==> config.mk <==
export PLATFORM = sky130hd
export DESIGN_NAME = baud_tick_gen
export DESIGN_NICKNAME = d
export VERILOG_FILES = /design/src/rtl/baud_tick_gen.sv
export SDC_FILE = /design/constraint.sdc
export NUM_CORES = 1
export LEC_CHECK = 0
export BUFFER_PORTS_ARGS = -buffer_cell sky130_fd_sc_hd__buf_2
export CAP_MARGIN = 20
export CORE_ASPECT_RATIO = 1.2
export CORE_MARGIN = 8
export CORE_UTILIZATION = 50
export CTS_CLUSTER_SIZE = 12
export DETAILED_ROUTE_END_ITERATION = 8
export GPL_ROUTABILITY_DRIVEN = 0
export PLACE_DENSITY = 0.69
export SLEW_MARGIN = 20
export SYNTH_ARGS = -nofsm -noshare
export SYNTH_HDL_FRONTEND = slang
export SYNTH_SLANG_ARGS = --single-unit
==> constraint.sdc <==
create_clock -name clock -period 7.3 [get_ports clock]
set_input_delay 0 -clock clock [delete_from_list [all_inputs] [get_ports clock]]
set_output_delay 0 -clock clock [all_outputs]
set_load 0.01 [all_outputs]
==> src/rtl/baud_tick_gen.sv <==
// Baud-rate tick generator for a UART. It produces an oversampled receive
// tick, a once-per-bit transmit tick and a bit-rate square wave. A rate
// change requested while running waits for the next bit boundary.
module baud_tick_gen #(
  parameter int unsigned CLK_HZ     = 50000000,
  parameter int unsigned OVERSAMPLE = 16,
  parameter int unsigned DIV_W      = 16
) (
  input  logic             clock,
  input  logic             reset,
  input  logic             enable,
  input  logic [2:0]       baud_sel,
  input  logic             use_override,
  input  logic [DIV_W-1:0] div_override,
  output logic             rx_tick,
  output logic             tx_tick,
  output logic             baud_clk,
  output logic             rate_ack
);

  localparam int unsigned OS_W = (OVERSAMPLE > 2) ? $clog2(OVERSAMPLE) : 1;

  // Stop elaboration on an oversample ratio that cannot split a bit into two halves
  if ((OVERSAMPLE < 2) || ((OVERSAMPLE % 2) != 0)) begin : g_bad_oversample
    $error("baud_tick_gen: OVERSAMPLE must be even and >= 2");
  end

  // Clocks per rx_tick for a given baud rate, rounded half up
  function automatic logic [DIV_W-1:0] calc_div(input longint unsigned rate);
    longint unsigned den;
    longint unsigned quo;
    den = rate * 64'(OVERSAMPLE);
    quo = (64'(CLK_HZ) * 64'd2 + den) / (den * 64'd2);
    return DIV_W'(quo);
  endfunction

  localparam logic [DIV_W-1:0] DIV_1200   = calc_div(64'd1200);
  localparam logic [DIV_W-1:0] DIV_2400   = calc_div(64'd2400);
  localparam logic [DIV_W-1:0] DIV_4800   = calc_div(64'd4800);
  localparam logic [DIV_W-1:0] DIV_9600   = calc_div(64'd9600);
  localparam logic [DIV_W-1:0] DIV_19200  = calc_div(64'd19200);
  localparam logic [DIV_W-1:0] DIV_38400  = calc_div(64'd38400);
  localparam logic [DIV_W-1:0] DIV_57600  = calc_div(64'd57600);
  localparam logic [DIV_W-1:0] DIV_115200 = calc_div(64'd115200);

  logic [DIV_W-1:0] cnt_q, cnt_d;
  logic [OS_W-1:0]  os_q, os_d;
  logic [DIV_W-1:0] active_div_q, active_div_d;
  logic             rx_tick_q, rx_tick_d;
  logic             tx_tick_q, tx_tick_d;
  logic             baud_clk_q, baud_clk_d;
  logic             rate_ack_q, rate_ack_d;

  logic [DIV_W-1:0] table_div_c;
  logic [DIV_W-1:0] req_div_c;
  logic             tick_c;
  logic             os_last_c;
  logic             os_half_c;
  logic             rate_diff_c;

  // Requested divisor: table or override, with zero promoted to one
  always_comb begin
    table_div_c = DIV_9600;
    case (baud_sel)
      3'd0: table_div_c = DIV_1200;
      3'd1: table_div_c = DIV_2400;
      3'd2: table_div_c = DIV_4800;
      3'd3: table_div_c = DIV_9600;
      3'd4: table_div_c = DIV_19200;
      3'd5: table_div_c = DIV_38400;
      3'd6: table_div_c = DIV_57600;
      3'd7: table_div_c = DIV_115200;
    endcase
    req_div_c = use_override ? div_override : table_div_c;
    if (req_div_c == '0) begin
      req_div_c = DIV_W'(1);
    end
  end

  // Next-state logic for counters, ticks and rate switching
  always_comb begin
    cnt_d        = cnt_q;
    os_d         = os_q;
    active_div_d = active_div_q;
    rx_tick_d    = 1'b0;
    tx_tick_d    = 1'b0;
    baud_clk_d   = baud_clk_q;
    rate_ack_d   = 1'b0;

    tick_c      = enable && (cnt_q == (active_div_q - DIV_W'(1)));
    os_last_c   = (os_q == OS_W'(OVERSAMPLE - 1));
    os_half_c   = (os_q == OS_W'((OVERSAMPLE / 2) - 1));
    rate_diff_c = (req_div_c != active_div_q);

    if (reset) begin
      cnt_d        = '0;
      os_d         = '0;
      baud_clk_d   = 1'b0;
      active_div_d = req_div_c;
    end else if (!enable) begin
      // Idle: counters parked, rate tracks the request immediately
      cnt_d        = '0;
      os_d         = '0;
      baud_clk_d   = 1'b0;
      active_div_d = req_div_c;
      rate_ack_d   = rate_diff_c;
    end else if (tx_tick_q && rate_diff_c) begin
      // Bit boundary: switch to the latest request and restart the bit
      cnt_d        = '0;
      os_d         = '0;
      baud_clk_d   = 1'b0;
      active_div_d = req_div_c;
      rate_ack_d   = 1'b1;
    end else begin
      rx_tick_d = tick_c;
      tx_tick_d = tick_c && os_last_c;
      if (tick_c) begin
        cnt_d = '0;
        os_d  = os_last_c ? '0 : os_q + OS_W'(1);
        if (os_last_c || os_half_c) begin
          baud_clk_d = ~baud_clk_q;
        end
      end else begin
        cnt_d = cnt_q + DIV_W'(1);
      end
    end
  end

  // State and output registers
  always_ff @(posedge clock) begin
    cnt_q        <= cnt_d;
    os_q         <= os_d;
    active_div_q <= active_div_d;
    rx_tick_q    <= rx_tick_d;
    tx_tick_q    <= tx_tick_d;
    baud_clk_q   <= baud_clk_d;
    rate_ack_q   <= rate_ack_d;
  end

  assign rx_tick  = rx_tick_q;
  assign tx_tick  = tx_tick_q;
  assign baud_clk = baud_clk_q;
  assign rate_ack = rate_ack_q;

endmodule

== Yosys cells after proc, flatten, opt, wreduce, memory -nomap -nowiden ==
Memories as Yosys holds them, arrays and structs flattened.
Cells that the tools add are included.

* Mux-type cells: 8
* Bitwise gates (word level): 2
* Equal/unequal tests: 5
* $add $sub $neg: 3
* Reduce and logical (&&, ||, !) cells: 8

{| class="wikitable"
|+ Operator list
! cell !! count
|-
| 2-to-1 mux 16 bit || 5
|-
| adder 16 x 1 -> 16 bit (second input constant) || 1
|-
| equality test 16 bit || 1
|-
| logical NOT 16 bit || 1
|-
| inequality test 16 bit || 1
|-
| subtractor 16 x 1 -> 16 bit (second input constant) || 1
|-
| adder 4 x 1 -> 4 bit (second input constant) || 1
|-
| equality test 4 x 3 -> 1 bit (second input constant) || 1
|-
| equality test 4 bit (second input constant) || 1
|-
| 2-to-1 mux 4 bit || 1
|-
| OR reduction 4 bit || 1
|-
| logical AND 1 bit || 3
|-
| inequality test 3 x 2 -> 1 bit (second input constant) || 1
|-
| OR reduction 3 bit || 1
|-
| 2-to-1 mux 1 bit || 2
|-
| NOT 1 bit || 2
|-
| AND reduction 2 bit || 1
|-
| logical OR 1 bit || 1
|}

* Bits in registers: 40
* ROM bits: 96
* Input port bits: 23
* Memories kept: 1
* Output and inout port bits: 4
* Logic and storage cells: 34

{| class="wikitable"
|+ Memories
! memory !! words !! bits a word !! rd ports !! clocked after Yosys merged registers in !! write ports !! line !! text
|-
| (name not given) || 8 || 12 || 1 || 0 || 0 || 64 || <nowiki>case (baud_sel)</nowiki>
|}

== Logic depth before layout (Yosys ltp) ==
Gate-level depths: netlist (run 1).
An unclocked memory read counts as a cell.

* Word-level depth: 9
* Depth in mapped cells: 11
* Depth with buffers taken out: 9

== Least setup slack after synthesis (run 1) ==
Ideal clock, no wire load.

* Kind: register to register
* Start: register active_div_q[0]
* End: register baud_clk_q (netlist: baud_clk)
* Period minus slack after synthesis: 3.015 ns
* Library setup time: 0.080 ns
* Data required time: 7.220 ns
* Path buffers: 1
* Path slack: 4.285 ns
* Stages on the path, launching flop included: 11
* Arrival time: 2.936 ns
* Path through: edfxtp_1 -> inv_1 -> ha_1 -> or4b_1 -> clkbuf_1 -> nor3_1 -> mux2_2 -> a211oi_1 -> nand4_2 -> or3_1 -> a211oi_2

* Word-level cells in the longest chain between the ends: 4
* Elaborated cells between the ends (all ways): 7
* Those cells by class: add/sub: 1; eq/ne: 2; reduce/logical: 4

{| class="wikitable"
|+ RTL lines
! what !! line !! text
|-
| from (decl) || 48 || <nowiki>logic [DIV_W-1:0] active_div_q, active_div_d;</nowiki>
|-
| from (signal assigned) || 133 || <nowiki>active_div_q <= active_div_d;</nowiki>
|-
| subtractor 16 x 1 -> 16 bit || 90 || <nowiki>tick_c = enable && (cnt_q == (active_div_q - DIV_W'(1)));</nowiki>
|-
| equality test 16 bit || 90 ||
|-
| logical AND 1 bit || 90 ||
|-
| AND reduction 2 bit (no line) || - ||
|-
| to (signal assigned) || 136 || <nowiki>baud_clk_q <= baud_clk_d;</nowiki>
|-
| to (decl) || 51 || <nowiki>logic baud_clk_q, baud_clk_d;</nowiki>
|}

Several ways; a longest one is shown, not always the timed one.
A chain may end at the register's enable or synchronous reset.

== Final worst setup path (run 1) ==
Same ends and word-level chain as after synthesis.

==> results of run 1 <==
-- cells in the final DEF, fill, tap and decap left out, types with 2 or more instances in the layout --
cell type | synthesis | routed
nand2_1 | 34 | 34
xnor2_1 | 30 | 30
nor3_1 | 27 | 27
buf_2 | 2 | 26
dfxtp_1 | 24 | 24
nor2_1 | 18 | 18
xor2_1 | 16 | 16
edfxtp_1 | 16 | 16
o21ai_0 | 12 | 12
nand3_1 | 10 | 10
inv_1 | 8 | 8
nand4_1 | 8 | 8
nor2b_1 | 7 | 7
a21oi_1 | 7 | 7
and2_1 | 6 | 6
nand2b_1 | 6 | 6
mux2i_1 | 6 | 6
nor4_1 | 6 | 6
clkbuf_8 | 0 | 6
and3_1 | 5 | 5
a22o_1 | 4 | 4
or4_1 | 4 | 4
or3_1 | 4 | 4
a31oi_1 | 3 | 3
nor3b_1 | 3 | 3
or2_2 | 3 | 3
a211oi_1 | 3 | 3
o21ai_1 | 3 | 3
ha_1 | 3 | 3
o31ai_1 | 2 | 2
nand3b_1 | 2 | 2
a22oi_1 | 2 | 2
o22ai_1 | 2 | 2
o31a_1 | 2 | 2
or4b_1 | 2 | 2
nor4b_1 | 2 | 2
-- kinds of logic (layout without fill, tap and decap cells) --
logic type | after synthesis | count (layout)
compound gates | 50 | 50
flops | 40 | 40
mux | 7 | 7
xor+xnor | 46 | 46
fa+ha+maj | 3 | 3
simple gates | 152 | 152
buf+inv | 26 | 44
-- critical path, cell delays in order (launching register included) --
cell      delay [ns]
edfxtp_1        0.45
inv_1           0.12
ha_1            0.25
or4b_1          0.59
nor3_1          0.36
mux2_2          0.39
a211oi_1        0.30
nand4_2         0.56
or3_1           0.56
a211oi_2        0.20
-- registers in the layout, summed over array words and instances (netlist names) --
register	flops
active_div_q	16
tx_tick	1
cnt_q	16
os_q	4
rate_ack	1
rx_tick	1
baud_clk	1
-- cell type report --
| type | count | area [um2] | area share, % |
|---|---|---|---|
| Multi-Input combinational cell | 258 | 1692 | 56.31 |
| Tap cell | 62 | 77.57 | 2.582 |
| Clock buffer | 6 | 82.58 | 2.749 |
| Timing Repair Buffer | 28 | 147.6 | 4.915 |
| Sequential cell | 40 | 960.9 | 31.99 |
| Clock inverter | 2 | 13.76 | 0.4581 |
| Inverter | 8 | 30.03 | 0.9996 |
-- metal layers --
layer | up-vias | track usage (%) | share of wire [%]
li1 | 1199 | - | -
met2 | 39 | 26.71 | 49
met4 | 0 | 3.329 | 1.0
met5 | - | 0 | 0
met3 | 9 | 2.768 | 2.6
met1 | 1114 | 18.21 | 47
-- worst max-delay path by stage --
stage | endpoint | slack [ns] | cells after the start
2_1_floorplan | baud_clk$_SDFFE_PP0P_ | 4.28 | 10
3_3_place_gp | baud_clk$_SDFFE_PP0P_ | 3.58 | 9
3_5_place_dp | baud_clk$_SDFFE_PP0P_ | 3.50 | 9
4_1_cts | baud_clk$_SDFFE_PP0P_ | 3.48 | 9
5_1_grt | os_q[2]$_SDFFE_PP0P_ | 3.11 | 9
6_report | baud_clk$_SDFFE_PP0P_ | 3.43 | 9
-- timing repair --
item,4_1_cts,5_1_grt
setup buffers,0,0
hold buffers,1,0
endpoints found under the hold margin,1,0
gates resized for setup,0,0
-- power by group through the flow --
stage	combinational, mW	sequential, mW	clock, mW
6_report	0.0955	0.264	0.160
5_1_grt	0.105	0.266	0.171
4_1_cts	0.0955	0.264	0.163
3_5_place_dp	0.0945	0.269	0
3_3_place_gp	0.0937	0.268	0
2_1_floorplan	0.0758	0.260	0
==> results.toml, run 1 <==
[status]
status = "completed"

[power_and_ir_drop]
power_density_mw_per_mm2 = 173.0
cellLeakagePower_nw = 1.101
p_int_mw = 0.3644
ir_drop_v = 0.00009589
p_total_mw = 0.5198
switching_share_pct = 29.88
seq_power_share_pct = 50.8
p_comb_share_pct = 18.4
power.switching_mw = 0.1553
pwr-share-clk_pct = 30.8

[grt]
grt_overflow_total = 0
grt_pass1_wl_um = 10720
grt_max_degree = 29
grt_pass1_vias = 2386
antenna_found_initial = 0
grt_usage_pct = 15.10

[route]
remaining_drc_errors = 0
vias = 2361
first_pass_iters = 4
viasPerCell = 5.844
finalWirelength_um = 6193
wl_per_cell_um = 15.33
drtAntennaViolNets = 0
drtIter0Drc = 95

[timing]
final_max_slew_viol_count = 0
rsz0062_at_grt = "no"
setup_viol = 0
finClkSkew_ns = 0.008409
worstMarginPinSlew_ns = 0.9603
relSlewSlack_pct = 35.98
tns_ns = 0
setup_slack_ns = 3.428
final_hold_viol_count = 0
fmax_mhz = 258.3
min_period_over_period_pct = 53.04
post-route-min-period_ns = 3.872
holdWs_ns = 0.02331

[yosys]
synth-xor-area-share_pct = 14.64
synth_top_family_by_area = "simple AND/OR/NAND/NOR gates"
synthTopCellsByArea = "dfxtp_1 17%, edfxtp_1 17%, xnor2_1 9.5%"
synth_edf_count = 16
syn_nets = 350
synth_top_cell_area_share_pct = 17.45
yosys.area.top_type = "dfxtp_1"
synth_simple_gate_area_share_pct = 29.86
synth-compound-area-share_pct = 13.00
synth_mux_area_share_pct = 2.591
yosysMostFrequentCell = "nand2_1"
ys_top_cells_by_count = "34 x nand2_1, 30 x xnor2_1, 27 x nor3_1"
yosys_warnings = 0
synth-seq-area-share_pct = 34.91
synth_ff_type = "dfxtp_1"
ys_ff_latch = 40
syn_avg_cell_area_um2 = 8.496
ys_types = 52
netlist_instances = 324
syn_area_mm2 = 0.002753
async_reset_ff_share_pct = 0
synth_adder_area_share_pct = 1.364

[clock_tree]
htreeDepth = 2
cts_max_path_buffers = 2
cts.sinks = 40
cts_inserted_buffers = 5
clock_latency_ns = 0.30
clk_pin_slew_ns = 0.09
cts-root-buf = "clkbuf_8"
cts_tree = "done"

[place]
postPlaceCellArea_mm2 = 0.002898
dpl.hpwl_um = 4778
placedCellCount = 395
place_worst_setup_slack_ns = 3.496
port_buffers = 26

[worst_setup_path]
ff2ff_setup_slack_ns = 3.43
critPathMaxFanout = 24
end_kind = "flop"
critPathLaunchType = "flop"
reg2reg_depth = 9
r2r_end = "baud_clk$_SDFFE_PP0P_"
path_class = "flop to flop"
r2r-start = "active_div_q[0]$_DFFE_PP_"
crit_required_ns = 7.52
arrival_ns = 4.09
startpoint = "active_div_q[0]$_DFFE_PP_"

[final_layout]
layout-drive-gt1-share_pct = 13.16
layout-area-overhead-vs-synth_pct = 9.136
n_fill_cell = 496
layout.cells.non_filler = 404
design_area_mm2 = 0.003004
diodes = 0
final_util_pct = 56.71
final_net_count = 367

[job]
max-cap-violations = 0

[floorplanning]
initial_utilization_pct = 51.96
ios = 27
row_count = 29
die_y_um = 97.28
core_area_mm2 = 0.005298
die_area_mm2 = 0.008145
die_w_um = 83.73

[min_path]
holdPathStages = 3
hold_end = "rate_ack$_SDFF_PP0_"
hold_class = "input port to flop"
hold_start = "enable"
No activity file was read; power rests on OpenSTA's default activity.
==> run 2, diff against run 1 <==
--- a/config.mk
+++ b/config.mk
@@ -13,7 +13,7 @@
 export CTS_CLUSTER_SIZE = 12
 export DETAILED_ROUTE_END_ITERATION = 8
 export GPL_ROUTABILITY_DRIVEN = 0
-export PLACE_DENSITY = 0.69
+export PLACE_DENSITY = 0.72
 export SLEW_MARGIN = 20
 export SYNTH_ARGS = -nofsm -noshare
 export SYNTH_HDL_FRONTEND = slang
==> constraint.sdc (replaced) <==
create_clock -name clock -period 3.4 [get_ports clock]
set_input_delay 0 -clock clock [delete_from_list [all_inputs] [get_ports clock]]
set_output_delay 0 -clock clock [all_outputs]
set_load 0.01 [all_outputs]
==> run 2 against run 1 <==
Via count is 1.8% lower. Cell count is 1.5% higher. Setup slack worse by 3.2 ns. Register-to-register slack worse by 3.2 ns. Fmax is 24% higher.
==> results.toml, run 2 (synthesized netlist as in run 1, its figures left out) <==
[timing]
final_hold_viol_count = 0
post-route-min-period_ns = 3.128
final_max_slew_viol_count = 0
finClkSkew_ns = 0.005475
min_period_over_period_pct = 92.01
rsz0062_at_grt = "no"
setup_viol = 0
relSlewSlack_pct = 41.87
tns_ns = 0
worstMarginPinSlew_ns = 0.8720
fmax_mhz = 319.7

[power_and_ir_drop]
ir_drop_v = 0.0001920
power_density_mw_per_mm2 = 381.4
cellLeakagePower_nw = 1.145
p_int_mw = 0.8525
power.switching_mw = 0.3233
p_comb_share_pct = 18.2
seq_power_share_pct = 47.7
switching_share_pct = 27.50
pwr-share-clk_pct = 34.1

[worst_setup_path]
r2r-start = "active_div_q[3]$_DFFE_PP_"
crit_top_cell = "or3_1"
crit_family = "simple AND/OR/NAND/NOR gates"
slowest_stage = "edfxtp_1"
path_buf_inv = 0
arrival_ns = 3.35
ff2ff_setup_slack_ns = 0.27
critPathMaxStageDelay_ns = 0.51
crit_cells = 7
crit_end = "baud_clk$_SDFFE_PP0P_"
path_class = "flop to flop"
startpoint = "active_div_q[3]$_DFFE_PP_"
crit_required_ns = 3.62
critPathMaxFanout = 7
worstPathCellList = "or3_1, or4_4, or3_4, a2111oi_4, nand4_2, or3_1, a211oi_2"
reg2reg_depth = 7
critPathLaunchType = "flop"
r2r_end = "baud_clk$_SDFFE_PP0P_"
end_kind = "flop"

[final_layout]
reg_top3 = "active_div_q x16, cnt_q x16, os_q x4"
diodes = 0
mostFrequentLayoutCells = "34 x nand2_1, 30 x xnor2_1, 26 x nor3_1, 26 x buf_2, 24 x dfxtp_1"
layout-area-overhead-vs-synth_pct = 12.00
layout.cells.non_filler = 410
final_common_cell = "nand2_1"
layout-drive-gt1-share_pct = 15.23
final_net_count = 373

[clock_tree]
cts-root-buf = "clkbuf_8"
cts_tree = "done"
clk_pin_slew_ns = 0.08
htreeDepth = 2
cts_inserted_buffers = 5
cts.sinks = 40
cts_max_path_buffers = 2
clock_latency_ns = 0.30

[route]
drtIter0Drc = 158
viasPerCell = 5.654
first_pass_iters = 4
wl_per_cell_um = 14.99
vias = 2318
remaining_drc_errors = 0
drtAntennaViolNets = 0
finalWirelength_um = 6145

[floorplanning]
die_y_um = 97.28
ios = 27
initial_utilization_pct = 51.96
die_area_mm2 = 0.008145
row_count = 29
die_w_um = 83.73
core_area_mm2 = 0.005298

[grt]
grt_pass1_wl_um = 10560
met3_usage_pct = 2.852
grt_overflow_total = 0
grt_busiest_layer = "met2"
grtUsageMet2_pct = 25.82
grt_usage_pct = 15.24
grt_max_degree = 29
antenna_found_initial = 0
grt_pass1_vias = 2314
use_met1_pct = 17.73

[status]
status = "completed"

[place]
port_buffers = 26
dpl.hpwl_um = 4777
placedCellCount = 400

[min_path]
hold_class = "input port to flop"

[job]
max-cap-violations = 0
-- run 2: worst min path at each step --
stage	start	end	cells after the start
6_report	enable	rate_ack$_SDFF_PP0_	3
5_1_grt	div_override[12]	active_div_q[12]$_DFFE_PP_	2
4_1_cts	enable	rate_ack$_SDFF_PP0_	3
3_5_place_dp	reset	rate_ack$_SDFF_PP0_	2
3_3_place_gp	reset	rate_ack$_SDFF_PP0_	2
2_1_floorplan	reset	rate_ack$_SDFF_PP0_	1
-- run 2: area by class of cell --
cell class	count	area, um2
clock buffer	8	121.4
fill	460	2215
tap	62	77.57
timing repair buffer	34	192.7
sequential	40	960.9
inverter	8	30.03
multi-input combinational	258	1700
-- run 2: power groups by stage --
stage	clock, mW	combinational [mW]	sequential, mW
floorplan	0	0.163	0.558
global placement	0	0.208	0.570
detailed placement	0	0.212	0.571
CTS	0.406	0.214	0.560
global route	0.425	0.238	0.566
finish	0.401	0.214	0.561
-- run 2: timing repair --
action	4_1_cts	5_1_grt
hold buffers	1	0
resized for setup	0	2
setup buffers	0	1
endpoints found under the setup margin	0	19
endpoints found under the hold margin	1	0
-- run 2: metrics by stage --
stage / hold slack [ns] / worst slack, ns / area, um2 / total power [mW] / utilization [%]
CTS: 0.02048 / 0.01260 / 3067 / 1.181 / 57.89
finish: 0.03040 / 0.2717 / 3083 / 1.176 / 58.20
floorplan: 0.07931 / 0.3845 / 2753 / 0.7212 / -
global placement: 0.1740 / 0.1753 / 2935 / 0.7780 / 55.41
detailed placement: 0.1796 / 0.04942 / 2935 / 0.7834 / 55.41
global route: 0.05679 / 0.07293 / 3083 / 1.229 / 58.20
-- run 2: worst register-to-register path: cells and delay by family (launching register included) --
kind | cells | cell delay [ns]
simple gates | 5 | 1.96
compound gates | 2 | 0.57
flops | 1 | 0.51
-- run 2: routing by layer --
layer  routed length, um  part of all wire (%)  up-vias
met4                 160                   2.6        0
met5                   0                     0        -
met2                3096                    50       51
met1                2731                    44     1043
met3                 157                   2.6       12
li1                    -                     -     1212
==> run 3, diff against run 2 <==
--- a/config.mk
+++ b/config.mk
@@ -6,14 +6,14 @@
 export NUM_CORES = 1
 export LEC_CHECK = 0
 export BUFFER_PORTS_ARGS = -buffer_cell sky130_fd_sc_hd__buf_2
-export CAP_MARGIN = 20
+export CAP_MARGIN = 5
 export CORE_ASPECT_RATIO = 1.2
 export CORE_MARGIN = 8
 export CORE_UTILIZATION = 50
 export CTS_CLUSTER_SIZE = 12
 export DETAILED_ROUTE_END_ITERATION = 8
 export GPL_ROUTABILITY_DRIVEN = 0
-export PLACE_DENSITY = 0.72
+export PLACE_DENSITY_LB_ADDON = 0.3
 export SLEW_MARGIN = 20
 export SYNTH_ARGS = -nofsm -noshare
 export SYNTH_HDL_FRONTEND = slang
==> run 3 against run 2 <==
Via count grew 2.2%. Die area is the same. Hold slack lost 0.016 ns. Final area grew 0.77%. First-iteration DRC count shrank 30%. Critical path depth grew 2. Clock skew is essentially flat. Routed wire length grew 4.5%. Combinational power is essentially flat. Cell count is the same. Count of clock-buffer cells in the layout shrank 1.
==> results.toml, run 3 (synthesized netlist as in run 1, its figures left out) <==
[final_layout]
final_common_cell = "nand2_1"
reg_top3 = "active_div_q x16, cnt_q x16, os_q x4"
layout-drive-gt1-share_pct = 14.94
final_util_pct = 58.64
mostFrequentLayoutCells = "34 x nand2_1, 30 x xnor2_1, 26 x nor3_1, 26 x buf_2, 24 x dfxtp_1"
diodes = 0
final_net_count = 373
layout-area-overhead-vs-synth_pct = 12.86

[clock_tree]
cts-root-buf = "clkbuf_8"
cts_tree = "done"
clock_latency_ns = 0.30
clk_pin_slew_ns = 0.08
cts_max_path_buffers = 2
htreeDepth = 2
cts.sinks = 40
cts_inserted_buffers = 5

[power_and_ir_drop]
switching_share_pct = 26.34
power_density_mw_per_mm2 = 406.7
cellLeakagePower_nw = 1.156
p_total_mw = 1.263
p_int_mw = 0.9306
p_comb_share_pct = 17.0
power.switching_mw = 0.3328
pwr-share-clk_pct = 38.6
seq_power_share_pct = 44.4
ir_drop_v = 0.0002342

[timing]
setup_viol = 0
final_max_slew_viol_count = 0
worstMarginPinSlew_ns = 0.9192
final_hold_viol_count = 0
post-route-min-period_ns = 3.210
finClkSkew_ns = 0.005603
relSlewSlack_pct = 38.72
fmax_mhz = 311.5
min_period_over_period_pct = 94.42

[route]
drtAntennaViolNets = 0
remaining_drc_errors = 0
drtIter0Drc = 110
first_pass_iters = 4
finalWirelength_um = 6424
viasPerCell = 5.778
vias = 2369
wl_per_cell_um = 15.67

[worst_setup_path]
critPathMaxFanout = 6
path_class = "flop to flop"
arrival_ns = 3.43
end_kind = "flop"
critPathLaunchType = "flop"
crit_required_ns = 3.61

[place]
dpl.hpwl_um = 4858
port_buffers = 26

[grt]
antenna_found_initial = 0
grt_usage_pct = 15.78
grt_overflow_total = 0
grt_pass1_vias = 2331
grt_pass1_wl_um = 10850
grt_max_degree = 29

[floorplanning]
core_area_mm2 = 0.005298
die_area_mm2 = 0.008145
initial_utilization_pct = 51.96
die_y_um = 97.28
row_count = 29
die_w_um = 83.73
ios = 27

[status]
status = "completed"

[job]
max-cap-violations = 0

[min_path]
hold_class = "input port to flop"
==> run 3: changes by cell type in the layout (fill, tap and decap cells not counted) <==
cell and delta:
clkbuf_16 +1, clkbuf_8 -2, bufinv_16 +1, or4b_4 -1
or4b_1 +1
==> run 3: per-stage QoR <==
step                cell area (um2)  TNS [ns]  setup WS (ns)  instances  hold WS (ns)
global route                   3107  -0.02932       -0.01483        410       0.03271
global placement               2935         0         0.1827        400        0.1740
finish                         3107         0         0.1896        410       0.01449
floorplan                      2753         0         0.3845        324       0.07931
detailed placement             2935         0        0.05582        400        0.1813
CTS                            3094         0        0.03868        409       0.01096
==> run 3: worst paths after layout <==
check	startpoint	end	slack, ns	depth (start not counted)
max	active_div_q[1]$_DFFE_PP_	baud_clk$_SDFFE_PP0P_	0.19	9
min	enable	rate_ack$_SDFF_PP0_	0.01	3
max reg2reg	active_div_q[1]$_DFFE_PP_	baud_clk$_SDFFE_PP0P_	0.19	9
min reg2reg	os_q[3]$_SDFFE_PP0P_	tx_tick$_SDFF_PP0_	0.52	2
==> run 3: power groups by stage <==
stage	logic, mW	clock network (mW)	registers [mW]
floorplan	0.163	0	0.558
global placement	0.207	0	0.570
detailed placement	0.212	0	0.571
CTS	0.214	0.492	0.560
global route	0.239	0.516	0.566
finish	0.214	0.488	0.561
==> run 3: repair_timing <==
action | CTS | global route
endpoints found under the setup margin | 0 | 19
endpoints found under the hold margin | 1 | 0
gates resized for setup | 0 | 1
buffers inserted | 0 | 1
hold buffers | 1 | 0
==> run 3: final cells by class <==
type,instances,area [um2]
Fill cell,473,2191
Multi-Input combinational cell,258,1697
Sequential cell,40,960.9
Timing Repair Buffer,34,192.7
Clock buffer,7,118.9
Tap cell,62,77.57
Clock inverter,1,30.03
Inverter,8,30.03
==> run 3: critical path, stage by stage, from the launching register on <==
cell and delay (ns):
edfxtp_1 0.43, inv_1 0.11, ha_1 0.24, or4b_1 0.58, nor3_2 0.28, mux2_2 0.38
a211oi_1 0.28, nand4_2 0.21, or3_1 0.41, a211oi_2 0.21
==> run 3: metal layers <==
metal / track usage, % / part of all wire, % / vias up
met3: 3.943 / 3.3 / 9
met2: 28.02 / 51 / 51
li1: - / - / 1210
met4: 5.459 / 1.9 / 0
met1: 17.60 / 44 / 1099
met5: 0 / 0 / -
